<file path="config.mk">
export PLATFORM = sky130hd
export DESIGN_NAME = uart_tx_frame_fsm
export DESIGN_NICKNAME = d
export VERILOG_FILES = /design/src/rtl/uart_tx_frame_fsm.sv
export SDC_FILE = /design/constraint.sdc
export NUM_CORES = 1
export LEC_CHECK = 0
export CAP_MARGIN = 10
export CORE_ASPECT_RATIO = 1.1
export CORE_UTILIZATION = 25
export CTS_CLUSTER_DIAMETER = 80
export DETAILED_ROUTE_END_ITERATION = 8
export MAX_ROUTING_LAYER = met4
export PLACE_DENSITY = 0.58
export RECOVER_POWER = 25
export SLEW_MARGIN = 20
export SYNTH_ARGS = -nofsm -noshare
export SYNTH_HDL_FRONTEND = slang
export SYNTH_SLANG_ARGS = --single-unit
</file>
<file path="constraint.sdc">
create_clock -name i_clk -period 1.3 [get_ports i_clk]
set_input_delay 0.26 -clock i_clk [delete_from_list [all_inputs] [get_ports i_clk]]
set_output_delay 0.26 -clock i_clk [all_outputs]
set_load 0.02 [all_outputs]
</file>
<file path="src/rtl/uart_tx_frame_fsm.sv">
// UART transmit framing controller: start bit, LSB-first data from the serializer,
// optional parity bit and one stop bit, driven onto a registered TX line.
module uart_tx_frame_fsm #(
  parameter int DATA_WIDTH = 8
) (
  input  logic                  i_clk,
  input  logic                  i_reset,
  input  logic [DATA_WIDTH-1:0] i_P_DATA,
  input  logic                  i_data_valid,
  output logic                  o_data_ready,
  input  logic                  i_par_en,
  input  logic                  i_par_typ,
  output logic                  o_latche_en,
  output logic                  o_ser_en,
  input  logic                  i_ser_data,
  input  logic                  i_ser_done,
  output logic                  o_tx_out,
  output logic                  o_busy
);

  typedef enum logic [2:0] {
    IDLE   = 3'd0,
    START  = 3'd1,
    DATA   = 3'd2,
    PARITY = 3'd3,
    STOP   = 3'd4
  } state_t;

  state_t state_q, state_d;
  logic   accept;
  logic   mux_bit;
  logic   par_en_q;
  logic   par_typ_q;
  logic   data_xor_q;
  logic   stop_bit_q;

  // A byte is taken in IDLE or in the STOP cycle; reset wins over a same-cycle accept.
  assign o_data_ready = (state_q == IDLE) || (state_q == STOP);
  assign accept       = i_data_valid && o_data_ready && !i_reset;
  assign o_latche_en  = accept;

  // NOTE: sequential state uses non-blocking assignments so every register
  // samples the pre-edge values, independent of process ordering.
  always_ff @(posedge i_clk) begin
    if (i_reset) state_q <= IDLE;
    else         state_q <= state_d;
  end

  // NOTE: each combinational output gets a default before the case so no
  // path leaves it unassigned, which would otherwise infer a latch.
  always_comb begin
    state_d = state_q;
    case (state_q)
      IDLE:    if (accept) state_d = START;
      START:   state_d = DATA;
      DATA:    if (i_ser_done) state_d = par_en_q ? PARITY : STOP;
      PARITY:  state_d = STOP;
      STOP:    state_d = accept ? START : IDLE;
      default: state_d = IDLE;
    endcase
  end

  always_comb begin
    mux_bit  = 1'b1;
    o_ser_en = 1'b0;
    case (state_q)
      START:   mux_bit = 1'b0;
      DATA: begin
        mux_bit  = i_ser_data;
        o_ser_en = 1'b1;
      end
      PARITY:  mux_bit = data_xor_q ^ par_typ_q;
      default: mux_bit = 1'b1;
    endcase
  end

  // Line register plus the frame options captured at accept time.
  always_ff @(posedge i_clk) begin
    if (i_reset) begin
      o_tx_out   <= 1'b1;
      stop_bit_q <= 1'b0;
      par_en_q   <= 1'b0;
      par_typ_q  <= 1'b0;
      data_xor_q <= 1'b0;
    end else begin
      o_tx_out   <= mux_bit;
      stop_bit_q <= (state_q == STOP);
      if (accept) begin
        par_en_q   <= i_par_en;
        par_typ_q  <= i_par_typ;
        data_xor_q <= ^i_P_DATA;
      end
    end
  end

  // Busy stays up while the final stop bit is still on the line.
  assign o_busy = (state_q != IDLE) || stop_bit_q;

endmodule

</file>
Word level (Yosys, flattened, before mapping)
Cells that the tools add are included.
Widths: inputs -> output; s select.
{ "op_classes": {"n_shift": 0, "n_lt_le_gt_ge": 0, "addsub": 0, "bitwise": 1, "multipliers": 0, "n_div": 0, "eq_ne": 6, "mux": 7, "n_reduce_logical": 9} }
{ "ops": {"columns": ["operator", "count"], "rows": [
  ["$pmux 3 s5", 1],
  ["$mux 3", 3],
  ["$reduce_xor 8->1", 1],
  ["$eq 3x2->1 const B", 2],
  ["$ne 2x2->1 const B", 2],
  ["$eq 3x1->1 const B", 1],
  ["$eq 3x3->1 const B", 1],
  ["$logic_not 3->1", 1],
  ["$pmux 1 s3", 1],
  ["$reduce_bool 3->1", 1],
  ["$logic_and 1x1->1", 2],
  ["$logic_or 1x1->1", 2],
  ["$mux 1", 2],
  ["$reduce_and 2->1", 1],
  ["$logic_not 1->1", 1],
  ["$xor 1x1->1", 1]
]} }
{ "word_totals": {"mem_bits_ro": 0, "inputBits": 15, "elab_cells": 29, "mem_bits_rw": 0, "mem_count": 0, "register_bits": 8, "latch_bits": 0} }

Longest topological paths before layout
{ "depth": {"word_depth": 6, "mapped_depth": 6, "ltp_nobuf": 4} }

Least setup slack after synthesis
OpenSTA, ideal clock, no wires.
{ "synth_timing": {"path_kind": "register to output", "from": "register state_q[0]", "to": "output o_latche_en", "required_time_ps": 1040, "setup_slack_ps": -161, "arrival_ps": 1201, "stages_incl_launch_ff": 6, "cell_sequence": "dfxtp_1 -> buf_6 -> nor2_4 -> and2_1 -> buf_4 -> nor2b_1"} }
{ "synth_between": {"elab_chain_len": 4} }
{ "synth_lines": {"columns": ["element", "line_no", "source"], "rows": [
  ["start, declared", "29", "state_t state_q, state_d;"],
  ["start signal, assigned", "46", "else state_q <= state_d;"],
  ["$eq 3x3->1 or $logic_not 3->1 (tied branches)", "38", "assign o_data_ready = (state_q == IDLE) || (state_q == STOP);"],
  ["$logic_or 1x1->1 (*)", "38", null],
  ["net o_data_ready", "10", "output logic o_data_ready,"],
  ["$logic_and 1x1->1 (*) (2 in series)", "39", "assign accept = i_data_valid && o_data_ready && !i_reset;"],
  ["end, declared", "13", "output logic o_latche_en,"]
]} }
Mark *: on every way through the listed nets, which the timed path passes. The rest lies on a longest branch.

Final worst setup path
{ "layout_timing": {"from": "register state_q[0]", "to": "output o_latche_en"} }
{ "layout_between": {"elab_chain_len": 4} }
{ "layout_lines": {"columns": ["element", "line_no"], "rows": [
  ["$eq 3x3->1 or $logic_not 3->1 (tied branches)", "38"],
  ["$logic_or 1x1->1 (*)", "38"],
  ["$logic_and 1x1->1 (*) (2 in series)", "39"]
]} }
Mark *: on every way between the ends. The rest lies on a longest branch, timed or not.

==> impl_metrics.env <==
export IMPL_hold_end="state_q[0]$_SDFFE_PP0P_"
export IMPL_n_antenna_cell=0
export IMPL_async_flop_share=0
export IMPL_r2r_start="state_q[0]$_SDFFE_PP0P_"
export IMPL_synth_warning_count=0
export IMPL_nNetsFinal=88
export IMPL_critPathArrivalTime_ns=1.09
export IMPL_cp_start_kind="register"
export IMPL_critical_path_max_fanout=2
export IMPL_period_needed_ns=1.35
export IMPL_synth_area_leaders="dfxtp_1 38%, xnor2_1 17%, nor2_1 5.4%, mux2i_1 4.8%, nor3_1 4.8%"
export IMPL_postCtsSetupBuffers=0
export IMPL_num_vias=402
export IMPL_timing_hold_ws_ns=0.436
export IMPL_grt_pass1_wl_um=1410
export IMPL_cts_buffers=3
export IMPL_cts_tree="built"
export IMPL_synth_seq_cells=8
export IMPL_synth_largest_area_cell="dfxtp_1"
export IMPL_p_per_area_nw_per_um2=979
export IMPL_hold_depth=3
export IMPL_synth_distinct_cells=19
export IMPL_yosys_area_top_type_share=0.384
export IMPL_htree_levels=1
export IMPL_period_share=1.04
export IMPL_die_height_um=44.8
export IMPL_status="complete, but fails checks"
export IMPL_drc=0
export IMPL_nFillCells=168
export IMPL_vdd_drop_max_mv=0.505
export IMPL_core_area_um2=1560
export IMPL_syn_area_um2=417
export IMPL_die_width_um=40.9
export IMPL_synth_top_flop_cell="dfxtp_1"
export IMPL_place_detailed_hpwl_um=678
export IMPL_overflow=0
export IMPL_slew_violations=0
export IMPL_stdcell_count=88
export IMPL_dr_pass1_iters=4
export IMPL_dp_slack_ns=-0.585
export IMPL_wl_um=894
export IMPL_slew_limit_headroom=0.852
export IMPL_placed_area_um2=666
export IMPL_p_leak_nw=0.286
export IMPL_synth_common_cells="8 x dfxtp_1, 8 x xnor2_1, 6 x nor2_1"
export IMPL_avgSynthCellArea_um2=9.26
export IMPL_skew_ns=0.0104
export IMPL_initial_core_util=0.267
export IMPL_yosysSeqAreaShare=0.384
export IMPL_setup_viol=1
export IMPL_post_route_util=0.450
export IMPL_synth_net_count=60
export IMPL_maxCapViolCount=0
export IMPL_fin_tns_setup_ns=-0.0517
export IMPL_r2r_end="par_typ_q$_SDFFE_PP0P_"
export IMPL_use_met3=0.0591
export IMPL_rsz0062_at_grt="true"
export IMPL_wire_per_inst_um=10.2
export IMPL_drive_above_1_share=0.296
export IMPL_min_from="i_data_valid"
export IMPL_pin_count=20
export IMPL_ant_nets=0
export IMPL_die_area_um2=1830
export IMPL_viasPerCell=4.57
export IMPL_min_path_type="primary input to register"
export IMPL_reg2reg_depth=5
export IMPL_grt_use_met2=0.138
export IMPL_ff2ff_setup_slack_ns=0.24
export IMPL_clock_latency_ns=0.26
export IMPL_total_power_mw=0.686
export IMPL_hold_buffers=0
export IMPL_cts_max_path_buffers=2
export IMPL_synthToLayoutAreaGrowth_pct=68.2
export IMPL_required_ns=1.04
export IMPL_worst_setup_path_type="register to output port"
export IMPL_root_buffer="clkbuf_4"
export IMPL_synth_edff_count=0
export IMPL_end_kind="output port"
export IMPL_max_freq_ghz=0.740
export IMPL_stdcell_area_um2=701
export IMPL_finalHoldViolations=0
export IMPL_grt_max_degree=9
export IMPL_place_inst=85
export IMPL_violations="setup timing"
export IMPL_place_gp_congestion=0.742
export IMPL_grt_pass1_vias=333
export IMPL_clock_sinks=8
export IMPL_tightestPinTransition_ns=0.219
export IMPL_core_rowCount=15
export IMPL_antenna_found_initial=0
export IMPL_worst_slack_ns=-0.0517
export IMPL_portBuffers=19
export IMPL_groute_usage_overall=0.118
export IMPL_met1_usage=0.171
export IMPL_clkTransAtPathRegs_ns=0.06
export IMPL_initialDrtViolationCount=8
export IMPL_busiest_layer="met1"
export IMPL_synth_cells=45
registers in the layout, summed over array words and instances (netlist names):
name	cells
state_q	3
data_xor_q	1
o_tx_out	1
par_en_q	1
par_typ_q	1
stop_bit_q	1
final cells by class:
class / instances / area, µm² / share of cell area
multi-input cells: 33 / 251 / 0.359
repair buffers: 26 / 236 / 0.338
clock buffers: 3 / 22.5 / 0.0321
well taps: 17 / 21.3 / 0.0304
inverters: 1 / 3.75 / 0.00536
flip-flops and latches: 8 / 165 / 0.236
metal layers:
| layer | up-vias | wire length, µm |
|---|---|---|
| li1 | 206 | - |
| met1 | 178 | 389 |
| met2 | 14 | 434 |
| met3 | 4 | 60 |
| met4 | 0 | 9 |
| met5 | - | 0 |
critical path, cell delays in order, from the launching register on:
cell and delay (ns):
dfxtp_2 0.34, nor2_4 0.10, and2_4 0.14, nor2b_4 0.13, buf_6 0.12
worst max path at each step:
| stage | start | endpoint | slack [ns] |
|---|---|---|---|
| floorplan | state_q[0]$_SDFFE_PP0P_ | o_latche_en | 0.006 |
| global placement | i_data_valid | o_latche_en | -0.59 |
| detailed placement | i_data_valid | o_latche_en | -0.59 |
| CTS | state_q[1]$_SDFFE_PP0P_ | o_busy | -0.07 |
| global route | state_q[1]$_SDFFE_PP0P_ | o_latche_en | -0.09 |
| finish | state_q[0]$_SDFFE_PP0P_ | o_latche_en | -0.05 |
what timing repair did:
item / in CTS / in global routing
endpoints found under the setup margin: 5 / 3
pin swaps: 0 / 2
resized for setup: 26 / 4
kinds of logic after synthesis:
group           synth area share
buf+inv                   0.0631
compound gates            0.0991
xor+xnor                   0.168
flops                      0.384
simple gates               0.237
mux                       0.0480
power by group:
group	internal [mW]	leakage [nW]	switching (mW)
Combinational	0.125	0.205	0.0871
Clock	0.106	0.0138	0.0942
Sequential	0.261	0.0666	0.0127
Total	0.492	0.286	0.194
cells in the final DEF (no fill, tap or decap):
master / n
a211oi_2: 1
a21oi_1: 2
and2_4: 1
and4b_1: 1
buf_2: 2
buf_4: 6
buf_6: 3
clkbuf_4: 3
clkdlybuf4s50_1: 13
dfxtp_1: 6
dfxtp_2: 1
dfxtp_4: 1
dlygate4sd2_1: 2
inv_1: 1
mux2i_1: 2
nand2_1: 2
nor2_1: 6
nor2_4: 1
nor2b_1: 1
nor2b_4: 1
nor3_1: 3
nor3_4: 1
nor4b_1: 1
o211a_1: 1
o221ai_1: 1
xnor2_1: 8
(Power assumes the default switching activity.)
